--- config.mk ---
export PLATFORM = sky130hd
export DESIGN_NAME = rv_if_fetch
export DESIGN_NICKNAME = d
export VERILOG_FILES = /design/src/rtl/rv_if_fetch.sv
export SDC_FILE = /design/constraint.sdc
export NUM_CORES = 1
export LEC_CHECK = 0
export CORE_ASPECT_RATIO = 0.7
export CORE_MARGIN = 5
export CORE_UTILIZATION = 57
export CTS_BUF_LIST = sky130_fd_sc_hd__clkbuf_16
export CTS_CLUSTER_DIAMETER = 120
export CTS_CLUSTER_SIZE = 20
export DETAILED_ROUTE_END_ITERATION = 8
export HOLD_SLACK_MARGIN = 0.02
export PLACE_DENSITY_LB_ADDON = 0.25
export SKIP_CTS_REPAIR_TIMING = 1
export SYNTH_ARGS = -nofsm -noshare
export SYNTH_HDL_FRONTEND = slang
export SYNTH_SLANG_ARGS = --single-unit
--- constraint.sdc ---
create_clock -name CLK -period 17.99 [get_ports CLK]
set_clock_uncertainty 0.2 [all_clocks]
set_input_delay 1.799 -clock CLK [delete_from_list [all_inputs] [get_ports CLK]]
set_output_delay 1.799 -clock CLK [all_outputs]
set_load 0.05 [all_outputs]
--- src/rtl/rv_if_fetch.sv ---
// Instruction fetch stage: owns the PC, fetches words over a req/ack port into a
// small prefetch FIFO and presents the head entry to decode; handles stall and redirect.
module rv_if_fetch #(
    parameter logic [31:0] RESET_ADDR = 32'h0000_0000,
    parameter int          FIFO_DEPTH = 2,
    parameter logic [31:0] NOP_INS    = 32'h0000_0013
) (
    input  logic        CLK,
    input  logic        nRST,
    output logic        IMEM_REQ,
    output logic [31:0] IMEM_ADDR,
    input  logic        IMEM_ACK,
    input  logic [31:0] IMEM_RDATA,
    input  logic        JUMP_EN,
    input  logic [31:0] JUMP_ADDR,
    input  logic        HOLD_EN,
    output logic [31:0] IF2ID_ADDR,
    output logic [31:0] IF2ID_INS,
    output logic        IF2ID_VALID,
    output logic        WASH_EN
);

    localparam int PTR_W = $clog2(FIFO_DEPTH);
    localparam int CNT_W = PTR_W + 1;

    typedef enum logic [1:0] {
        ST_IDLE = 2'd0,
        ST_WAIT = 2'd1,
        ST_DROP = 2'd2
    } state_t;

    state_t             state_q, state_d;
    logic [31:0]        pc_q, pc_d;
    logic [31:0]        req_addr_q, req_addr_d;
    logic               wash_q;
    logic [PTR_W-1:0]   rd_ptr_q, wr_ptr_q;
    logic [CNT_W-1:0]   count_q;
    logic [31:0]        fifo_addr_q [FIFO_DEPTH];
    logic [31:0]        fifo_ins_q  [FIFO_DEPTH];

    logic               req_s;
    logic [31:0]        addr_s;
    logic               push_s;
    logic               pop_s;
    logic               not_empty_s;
    logic [31:0]        jump_tgt_s;

    assign not_empty_s = (count_q != {CNT_W{1'b0}});
    assign pop_s       = not_empty_s & ~HOLD_EN & ~JUMP_EN;
    assign jump_tgt_s  = JUMP_ADDR & 32'hFFFF_FFFC;

    // Fetch FSM next state, request generation and PC update.
    always_comb begin
        state_d    = state_q;
        pc_d       = pc_q;
        req_addr_d = req_addr_q;
        req_s      = 1'b0;
        addr_s     = pc_q;
        push_s     = 1'b0;
        case (state_q)
            ST_IDLE: begin
                req_s  = (count_q < CNT_W'(FIFO_DEPTH)) & ~JUMP_EN;
                addr_s = pc_q;
                if (req_s) begin
                    req_addr_d = pc_q;
                    if (IMEM_ACK) begin
                        push_s = 1'b1;
                        pc_d   = pc_q + 32'd4;
                    end else begin
                        state_d = ST_WAIT;
                    end
                end else begin
                    req_addr_d = req_addr_q;
                end
            end
            ST_WAIT: begin
                req_s  = 1'b1;
                addr_s = req_addr_q;
                if (IMEM_ACK && !JUMP_EN) begin
                    push_s  = 1'b1;
                    pc_d    = pc_q + 32'd4;
                    state_d = ST_IDLE;
                end else if (IMEM_ACK) begin
                    state_d = ST_IDLE;
                end else if (JUMP_EN) begin
                    state_d = ST_DROP;
                end else begin
                    state_d = ST_WAIT;
                end
            end
            ST_DROP: begin
                // Stale request must still complete at its original address.
                req_s  = 1'b1;
                addr_s = req_addr_q;
                if (IMEM_ACK) begin
                    state_d = ST_IDLE;
                end else begin
                    state_d = ST_DROP;
                end
            end
            default: begin
                state_d = ST_IDLE;
            end
        endcase
        if (JUMP_EN) begin
            pc_d = jump_tgt_s;
        end else begin
            pc_d = pc_d;
        end
    end

    // FSM, PC and wash pulse registers.
    always_ff @(posedge CLK) begin
        if (!nRST) begin
            state_q    <= ST_IDLE;
            pc_q       <= RESET_ADDR;
            req_addr_q <= RESET_ADDR;
            wash_q     <= 1'b0;
        end else begin
            state_q    <= state_d;
            pc_q       <= pc_d;
            req_addr_q <= req_addr_d;
            wash_q     <= JUMP_EN;
        end
    end

    // Prefetch FIFO storage, pointers and occupancy; a redirect empties it.
    always_ff @(posedge CLK) begin
        if (!nRST) begin
            rd_ptr_q <= {PTR_W{1'b0}};
            wr_ptr_q <= {PTR_W{1'b0}};
            count_q  <= {CNT_W{1'b0}};
            for (int i = 0; i < FIFO_DEPTH; i++) begin
                fifo_addr_q[i] <= 32'h0000_0000;
                fifo_ins_q[i]  <= 32'h0000_0000;
            end
        end else if (JUMP_EN) begin
            rd_ptr_q <= {PTR_W{1'b0}};
            wr_ptr_q <= {PTR_W{1'b0}};
            count_q  <= {CNT_W{1'b0}};
        end else begin
            if (push_s) begin
                fifo_addr_q[wr_ptr_q] <= pc_q;
                fifo_ins_q[wr_ptr_q]  <= IMEM_RDATA;
                wr_ptr_q              <= wr_ptr_q + PTR_W'(1);
            end
            if (pop_s) begin
                rd_ptr_q <= rd_ptr_q + PTR_W'(1);
            end
            case ({push_s, pop_s})
                2'b10:   count_q <= count_q + CNT_W'(1);
                2'b01:   count_q <= count_q - CNT_W'(1);
                default: count_q <= count_q;
            endcase
        end
    end

    // Decode-side presentation of the FIFO head, NOP filler when empty.
    always_comb begin
        if (not_empty_s) begin
            IF2ID_ADDR = fifo_addr_q[rd_ptr_q];
            IF2ID_INS  = fifo_ins_q[rd_ptr_q];
        end else begin
            IF2ID_ADDR = 32'h0000_0000;
            IF2ID_INS  = NOP_INS;
        end
    end

    assign IF2ID_VALID = not_empty_s;
    assign IMEM_REQ    = req_s & nRST;
    assign IMEM_ADDR   = addr_s;
    assign WASH_EN     = wash_q;

endmodule

==> results by group <==
Final layout
  • Total Nets Final: between 1000 and 1500
  • Final Util: just over 70%
  • Layout fillers: between 1000 and 1500
  • Share of cells above drive strength 1: under 10%
  • Area growth from synthesis to layout: 24.37%
  • Area of the multi-input gates: ~4000 um2
  • ANT cells: 0
  • Design area: roughly 12000 um2
  • Flip-flop and latch area: roughly 5000 um2
  • Cell Count, Final, Fillers Out: about 1200

Run
  • Maxcap violations: 0

Floorplan
  • Row count: 39
  • # IOs: approximately 170
  • Die width: between 150 and 200 um
  • Die ar.: roughly 19000 um2
  • Die Height: around 120 um
  • Area of the core: 16250 um2
  • Initial Util: 57.70%

Timing
  • Total Neg Setup Slack: 0 ns
  • Max-slew headroom: 22.87%
  • Fin. Hold Viols: 0
  • Count of pins over their slew limit: 0
  • Worst Tran Pin Value: 1.154 ns
  • RSZ-0062 raised after global routing: false
  • Max Clk Rate: roughly 160 MHz
  • Hold slack: 0.2563 ns
  • Final setup fails: 0
  • Fin crit share: between 30% and 40%
  • Final min period: between 6 and 7 ns

Yosys
  • Mux cell area share after synthesis: approximately a tenth
  • Ys flop type: edfxtp_1
  • Ys Warns: 0
  • Synth Area in Adders: less than 1%
  • Async SR Flop Fraction: 0%
  • Register area share after synthesis: a little over half
  • Largest family of logic cells by synthesized area: simple AND/OR/NAND/NOR gates
  • Synthesized instance count: 892
  • Top-count cell post-synth: edfxtp_1
  • Post-Synth XOR/XNOR Area: less than 1%
  • Most common library cells after synthesis: edfxtp_1, and2_1, nand2_1, nor2_1, dfxtp_1
  • Leading post-synthesis cells by cell area: edfxtp_1, dfxtp_1, and2_1, mux2i_1, mux2_2
  • Synth top area share: around two fifths
  • Synth Area in Compound Gates: under 10%
  • Synth cell types: 54
  • Cell Area, Synth: between 9000 and 10000 um2
  • Flops & latches, synth: 192
  • Synthesized area per cell: 10.51 um2
  • Simple-gate share of the synthesized area: 21.18%
  • Number of flops mapped to enable cells by yosys: around 120
  • Largest area contributor in the netlist: edfxtp_1

Critical path
  • Critical path's largest stage delay: ~0.9 ns
  • CP most frequent cell: clkdlybuf4s50_1
  • Worst setup SP type: input port
  • Endpoint class of the critical path: output pin
  • Cell chain of the critical path: clkdlybuf4s50_1, buf_4, inv_1, nor3_1, clkdlybuf4s50_1
  • Worst endpoint required time: about 16 ns
  • Worst path slowest cell: clkdlybuf4s50_1
  • CP max FO: 57
  • WS Path Type: in2out
  • CP arrival: between 4 and 5 ns

Clocking
  • Root buffer cell: clkbuf_16
  • Clock sink total: 192
  • H-tree lvl count: 4
  • Clk slew on worst S/H paths: roughly 0.070 ns
  • CTS Buf Count: 17
  • CTS tree: built
  • Clock Path Buffers: 2
  • Clk Latency, worst-skew pair: roughly 0.43 ns

Placement
  • Placed insts: around 1200
  • Dpl hpwl: roughly 15000 um
  • IO buf count: 161
  • Placed Area: between 10000 and 15000 um2
  • RD Place Congestion: about 0.89

Power
  • Peak VDD IR: 63.09 uV
  • Pleak: approximately 0.0040 uW
  • Power Dens Cells: ~87 nW/um2

Route
  • Final ANT Viol Nets: 0
  • Vias: approximately 7000
  • DRT iter0 DRCs: between 600 and 700
  • Total Wirelength: ~23000 um
  • DR WL/cell: between 15 and 20 um
  • Vias per inst: between 5 and 6
  • DR DRC count: 0
  • Initial DRT Pass Iterations: 5

Global routing
  • Initial antenna violation count: 0
  • First-pass GRT wire length: 35660 um
  • Largest net degree at the start of global routing: 63
  • GRT Util Overall: 23.60%
  • Grt total ovfl: 0
  • Vias in the first global route: ~6600

Run status
  • Status: finished, final reports clean

Hold path
  • Worst hold path type: reg2reg
layout by cell type (no fill, tap or decap), types with 26 or more instances in the layout:
cell type / n
nand2_1: 83
and2_1: 123
nor2_1: 80
mux2_2: 28
mux2i_1: 63
edfxtp_1: 124
o21ai_0: 26
dfxtp_1: 67
clkdlybuf4s50_1: 161
a21boi_0: 26
state kept, by name (all words and copies together), names as in the netlist, named ones only:
signal       count
fifo_ins_q      64
fifo_addr_q     60
pc_q            30
req_addr_q      30
count_q          2
state_q          2
WASH_EN          1
rd_ptr_q         1
wr_ptr_q         1
cell families (layout without fill, tap and decap cells):
kind of cell    after synthesis  after routing
fa+ha+maj                     6              6
mux                          91             91
flops                       192            192
other cells                   1              4
compound gates              122            122
simple gates                382            382
buf+inv                      88            212
xor+xnor                     10             10
per-layer routing:
metal	global-route usage, %	vias up	part of all wire [%]
li1	-	3375	-
met1	34.38	3379	46
met2	35.73	261	45
met3	6.452	18	8.2
met4	4.767	0	0.78
met5	0	-	0
critical path: cells and delay by family:
kind	cells	cell delay, ns
buffers and inverters	4	2.11
AND/OR/NAND/NOR	1	0.47
final timing paths:
path              slack, ns                        endpoint                       start  depth (start not counted)
setup / recovery      11.58                        IMEM_REQ                        nRST                          5
hold / removal         0.26      req_addr_q[2]$_SDFFE_PN0N_  req_addr_q[2]$_SDFFE_PN0N_                          2
setup reg to reg      14.46  fifo_ins_q[1][4]$_SDFFCE_PN0P_     state_q[0]$_SDFFE_PN0P_                          6
hold reg to reg        0.26      req_addr_q[2]$_SDFFE_PN0N_  req_addr_q[2]$_SDFFE_PN0N_                          2
stage by stage:
| step | total power (uW) | setup slack (ns) |
|---|---|---|
| after global placement | 652.6 | 11.67 |
| after detailed placement | 655.8 | 11.69 |
| after global routing | 1049 | 11.58 |
| after CTS | 1018 | 11.67 |
| after floorplan | 605.0 | 10.36 |
| final | 1016 | 11.58 |
final cells by class:
| cell class | count | share of cell area, % |
|---|---|---|
| flip-flops and latches | 192 | 43.64 |
| multi-input cells | 615 | 34.24 |
| repair buffers | 171 | 14.47 |
| clock buffers | 17 | 3.648 |
| well taps | 225 | 2.414 |
| clock inverters | 15 | 1.298 |
| inverters | 9 | 0.2897 |
power by group:
group | internal [uW] | total, uW | leakage (uW) | switching [uW]
Sequential | 491 | 511 | 0.00184 | 19.7
Combinational | 52.2 | 136 | 0.00183 | 84.3
Clock | 195 | 368 | 0.000271 | 173
(Power assumes the default switching activity.)
